File: src/rtl/mem_arbiter.sv
`default_nettype none
// +-----------------------------------------------------------------------------+
// | mem_arbiter: two-master round-robin arbiter for one synchronous SRAM port,  |
// | with locked bursts bounded by MAX_BURST while the other master waits.       |
// | Revision: 1.0                                                               |
// +-----------------------------------------------------------------------------+
`ifndef ADDR_BUS
`define ADDR_BUS 31:0
`endif
`ifndef DATA_BUS
`define DATA_BUS 31:0
`endif

module mem_arbiter #(
  parameter int MAX_BURST = 16
) (
  input  logic             clk,
  input  logic             rst,
  input  logic             m0_req_i,
  input  logic             m0_lock_i,
  input  logic             m0_we_i,
  input  logic [`ADDR_BUS] m0_addr_i,
  input  logic [3:0]       m0_width_i,
  input  logic [`DATA_BUS] m0_data_i,
  output logic             m0_gnt_o,
  output logic             m0_ack_o,
  output logic [`DATA_BUS] m0_data_o,
  input  logic             m1_req_i,
  input  logic             m1_lock_i,
  input  logic             m1_we_i,
  input  logic [`ADDR_BUS] m1_addr_i,
  input  logic [3:0]       m1_width_i,
  input  logic [`DATA_BUS] m1_data_i,
  output logic             m1_gnt_o,
  output logic             m1_ack_o,
  output logic [`DATA_BUS] m1_data_o,
  output logic             mem_ce_o,
  output logic             mem_we_o,
  output logic [`ADDR_BUS] mem_addr_o,
  output logic [3:0]       mem_width_o,
  output logic [`DATA_BUS] mem_data_o,
  input  logic [`DATA_BUS] mem_data_i
);

  localparam int CNT_W = (MAX_BURST > 1) ? $clog2(MAX_BURST) : 1;
  localparam logic [CNT_W-1:0] BURST_LAST = CNT_W'(MAX_BURST - 1);

  typedef enum logic [1:0] {
    IDLE = 2'd0,
    ACC  = 2'd1,
    RESP = 2'd2
  } state_t;

  state_t           state;
  logic             owner;
  logic             prio;
  logic             acc_we;
  logic [CNT_W-1:0] burst_cnt;

  logic             own_req;
  logic             own_lock;
  logic             own_we;
  logic [`ADDR_BUS] own_addr;
  logic [3:0]       own_width;
  logic [`DATA_BUS] own_data;
  logic             oth_req;

  always_comb begin
    own_req   = owner ? m1_req_i   : m0_req_i;
    own_lock  = owner ? m1_lock_i  : m0_lock_i;
    own_we    = owner ? m1_we_i    : m0_we_i;
    own_addr  = owner ? m1_addr_i  : m0_addr_i;
    own_width = owner ? m1_width_i : m0_width_i;
    own_data  = owner ? m1_data_i  : m0_data_i;
    oth_req   = owner ? m0_req_i   : m1_req_i;
  end

  always_ff @(posedge clk) begin
    if (rst) begin
      state     <= IDLE;
      owner     <= 1'b0;
      prio      <= 1'b0;
      acc_we    <= 1'b0;
      burst_cnt <= '0;
    end else begin
      case (state)
        IDLE: begin
          if (m0_req_i || m1_req_i) begin
            owner     <= (m0_req_i && m1_req_i) ? prio : m1_req_i;
            burst_cnt <= '0;
            state     <= ACC;
          end
        end
        ACC: begin
          // Remember the access direction so read data can be suppressed on write acks.
          acc_we <= own_we;
          if (!oth_req) burst_cnt <= '0;
          state <= RESP;
        end
        RESP: begin
          if (oth_req && (burst_cnt == BURST_LAST)) begin
            state     <= IDLE;
            prio      <= ~owner;
            burst_cnt <= '0;
          end else if (own_req && own_lock) begin
            state     <= ACC;
            burst_cnt <= oth_req ? (burst_cnt + CNT_W'(1)) : '0;
          end else begin
            state     <= IDLE;
            prio      <= ~owner;
            burst_cnt <= '0;
          end
        end
        default: state <= IDLE;
      endcase
    end
  end

  logic             in_acc;
  logic             in_resp;
  logic             busy;
  logic [`DATA_BUS] resp_data;

  // Outputs are decoded from registered state and held at zero while reset is asserted.
  always_comb begin
    in_acc      = !rst && (state == ACC);
    in_resp     = !rst && (state == RESP);
    busy        = !rst && (state != IDLE);
    resp_data   = acc_we ? '0 : mem_data_i;
    m0_gnt_o    = busy && !owner;
    m1_gnt_o    = busy && owner;
    m0_ack_o    = in_resp && !owner;
    m1_ack_o    = in_resp && owner;
    m0_data_o   = m0_ack_o ? resp_data : '0;
    m1_data_o   = m1_ack_o ? resp_data : '0;
    mem_ce_o    = in_acc;
    mem_we_o    = in_acc && own_we;
    mem_addr_o  = in_acc ? own_addr  : '0;
    mem_width_o = in_acc ? own_width : '0;
    mem_data_o  = in_acc ? own_data  : '0;
  end

endmodule

`default_nettype wire

File: config.mk
export PLATFORM = sky130hd
export DESIGN_NAME = mem_arbiter
export DESIGN_NICKNAME = d
export VERILOG_FILES = /design/src/rtl/mem_arbiter.sv
export SDC_FILE = /design/constraint.sdc
export NUM_CORES = 1
export LEC_CHECK = 0
export BUFFER_PORTS_ARGS = -buffer_cell sky130_fd_sc_hd__buf_2
export CAP_MARGIN = 20
export CORE_AREA = 2 2 121 123
export DETAILED_ROUTE_END_ITERATION = 10
export DIE_AREA = 0 0 123 125
export GPL_ROUTABILITY_DRIVEN = 0
export PLACE_DENSITY = 0.47
export SLEW_MARGIN = 20
export SYNTH_ARGS = -nofsm -noshare
export SYNTH_HDL_FRONTEND = slang
export SYNTH_SLANG_ARGS = --single-unit
File: constraint.sdc
create_clock -name clk -period 1.5 [get_ports clk]
set_input_delay 0.3 -clock clk [delete_from_list [all_inputs] [get_ports clk]]
set_output_delay 0.3 -clock clk [all_outputs]
set_load 0.02 [all_outputs]
==> results.cfg <==
[synth]
yosysMostFrequentCell = nor2_1
synth-async-reset-ratio = 0
synthAdderAreaFrac = 0.00614
synth_top_area_cell = mux2i_1
synth-compound-area-share = 0.0596
syn_area_per_cell_sq_um = 6.45
synth_ff_type = dfxtp_1
synth_area_sq_um = 2040
synthXorXnorAreaFrac = 0
yosys_warnings = 0
synthMuxAreaShare = 0.352
synth_simple_gate_area_frac = 0.412
synth.area.top_cells = mux2i_1 34%, nor2_1 26%, nand2b_1 11%, dfxtp_1 8.8%, buf_2 4.7%
synthCells = 316
syn_nets = 493
synth_edf_count = 0
ys_top_cells_by_count = 139 x nor2_1, 69 x mux2i_1, 35 x nand2b_1
synth.top_cell.area_share = 0.339
ys_types = 32
yosysSeqAreaShare = 0.0885
synth_seq_cells = 9
synth_top_family_by_area = simple AND/OR/NAND/NOR gates

[timing]
timing.slew.headroom = 0.767
min_period_ns = 1.74
post-route-period-util = 1.16
max_freq_mhz = 573
fin_skew_ns = 0.000661
hold_viol = 0
slew_violations = 0
rsz0062_at_grt = yes
tightest_slew_ns = 0.348
fin_ws_ns = -0.245
setup_viol = 139

[global_route]
grt_overflow = 0
grt_max_degree = 33
grt_pass1_vias = 3340
grt_usage = 0.138
antenna_found_initial = 0
grt_pass1_wl_microns = 16900

[critical_path]
crit_path_start = state[1]
cp_data_required_time_ns = 1.20
path_buf_inv = 3
crit_arrival_ns = 1.44
end_kind = primary output
crit_slowest_cell = dfxtp_2
critPathKind = flip-flop to primary output
r2r_start = owner
cp-start-kind = flip-flop
max_stage_delay_ns = 0.33
path_cells = nor3b_2 > buf_4 > nand2_4 > clkbuf_16 > nor2_2 > buf_6
worstPathMaxFanout = 11
crit_family = buffers and inverters

[route]
drt_iter0_markers = 54
drt_wl_total_microns = 11600
routedWlPerCell_microns = 13.9
routed-via-count = 3399
drc_errors = 0
viasPerCell = 4.05
dr.pass1.iters = 4
final_antenna_net_count = 0

[clock_tree]
cts_tree = built
ctsHtreeMaxLevel = 1
root_buffer = clkbuf_16
cts.sinks = 9
cts_buffers = 3
path_clk_slew_ns = 0.04
clock_latency_ns = 0.24
cts.path.max_buffers = 2

[layout]
nFillCells = 1467
syn_to_final_growth_pct = 170
drive_above_1_share = 0.727
fin_util = 0.387
nets = 833
postLayoutCellArea_sq_um = 5490
multi_input_area_sq_um = 2320
diodes = 0
seq_area_sq_um = 186

[floorplanning]
start_util = 0.143
io_pins = 314
row_count = 44
dieArea_sq_um = 15400
die_h_microns = 125
die_x_microns = 123
core-area_sq_um = 14200

[hold_path]
hold_class = primary input to flip-flop
hp-start = m1_req_i

[placed_design]
place_hpwl_microns = 9240
port_buffers = 313
placed_area_sq_um = 4470

[outcome]
violations = setup timing
status = finished, violations left

[power_and_ir_drop]
power_mw = 2.19
ir_worst_vdd_mv = 0.256
power_density_nw_per_um2 = 399
leakage_nw = 2.66

[run]
max_cap_viol_count = 0
through the flow:
stage	setup TNS (ns)	cells	hold WS [ns]	worst slack, ns
floorplan	-10.02	316	0.465	-0.101
global placement	-6.08	826	0.491	-0.105
CTS	-27.96	838	0.395	-0.260
detailed placement	-9.21	826	0.491	-0.120
global route	-37.00	839	0.451	-0.324
finish	-25.63	839	0.408	-0.245
layer usage:
metal,track usage,vias to the layer above,share of wire
met2,0.268,186,0.54
met3,0.0260,10,0.083
met5,0,-,0
li1,-,1715,-
met4,0.0214,0,0.010
met1,0.155,1488,0.37
kinds of logic after synthesis:
logic type | count (synthesis)
flops | 9
compound gates | 14
mux | 71
buf+inv | 31
fa+ha+maj | 1
simple gates | 190
final timing paths:
| check | to | cells past startpoint | slack, ns |
|---|---|---|---|
| worst max-delay path | m1_data_o[26] | 6 | -0.24 |
| worst min-delay path | owner | 3 | 0.41 |
| worst max register to register | burst_cnt[0] | 6 | -0.01 |
| worst min register to register | burst_cnt[3] | 1 | 0.49 |
registers in the layout, summed over array words and instances (netlist names):
signal,count
state,2
prio,1
acc_we,1
owner,1
burst_cnt,4
tightest hold or removal path: cells and delay by family:
| family | cells | cell delay, ns |
|---|---|---|
| buffers and inverters | 1 | 0.13 |
| AOI/OAI and AO/OA | 1 | 0.10 |
| and+or+nand+nor | 1 | 0.08 |
repair_timing:
item	4_1_cts	5_1_grt
hold buffers	0	0
gates resized for setup	155	63
buffers inserted	6	3
gates cloned	3	1
pin swaps	1	8
setup endpoints to repair	138	144
where the power goes:
group / internal, mW / switching (mW) / leakage, nW
Clock: 0.356 / 0.124 / 0.0382
Combinational: 0.718 / 0.731 / 2.54
Sequential: 0.252 / 0.0113 / 0.0747
Total: 1.33 / 0.867 / 2.66
final cells by class:
cell class	instances	area share
Timing Repair Buffer	362	0.485
Inverter	4	0.00273
Clock buffer	4	0.0144
Tap cell	184	0.0419
Multi-Input combinational cell	276	0.422
Sequential cell	9	0.0339
cells in the final DEF (no fill, tap or decap), types with 3 or more instances in the layout:
master | Yosys | routed
buf_6 | 3 | 64
nand2_1 | 4 | 3
dfxtp_1 | 9 | 6
nand2b_1 | 35 | 33
buf_2 | 19 | 234
nor2_1 | 139 | 62
nor2_4 | 0 | 46
clkbuf_16 | 0 | 4
mux2i_4 | 0 | 6
buf_16 | 0 | 3
mux2i_2 | 0 | 7
inv_1 | 4 | 3
buf_4 | 1 | 42
mux2i_1 | 69 | 56
nor2_2 | 0 | 31
buf_12 | 0 | 16
Note: power is estimated with default switching activity, not from simulation.
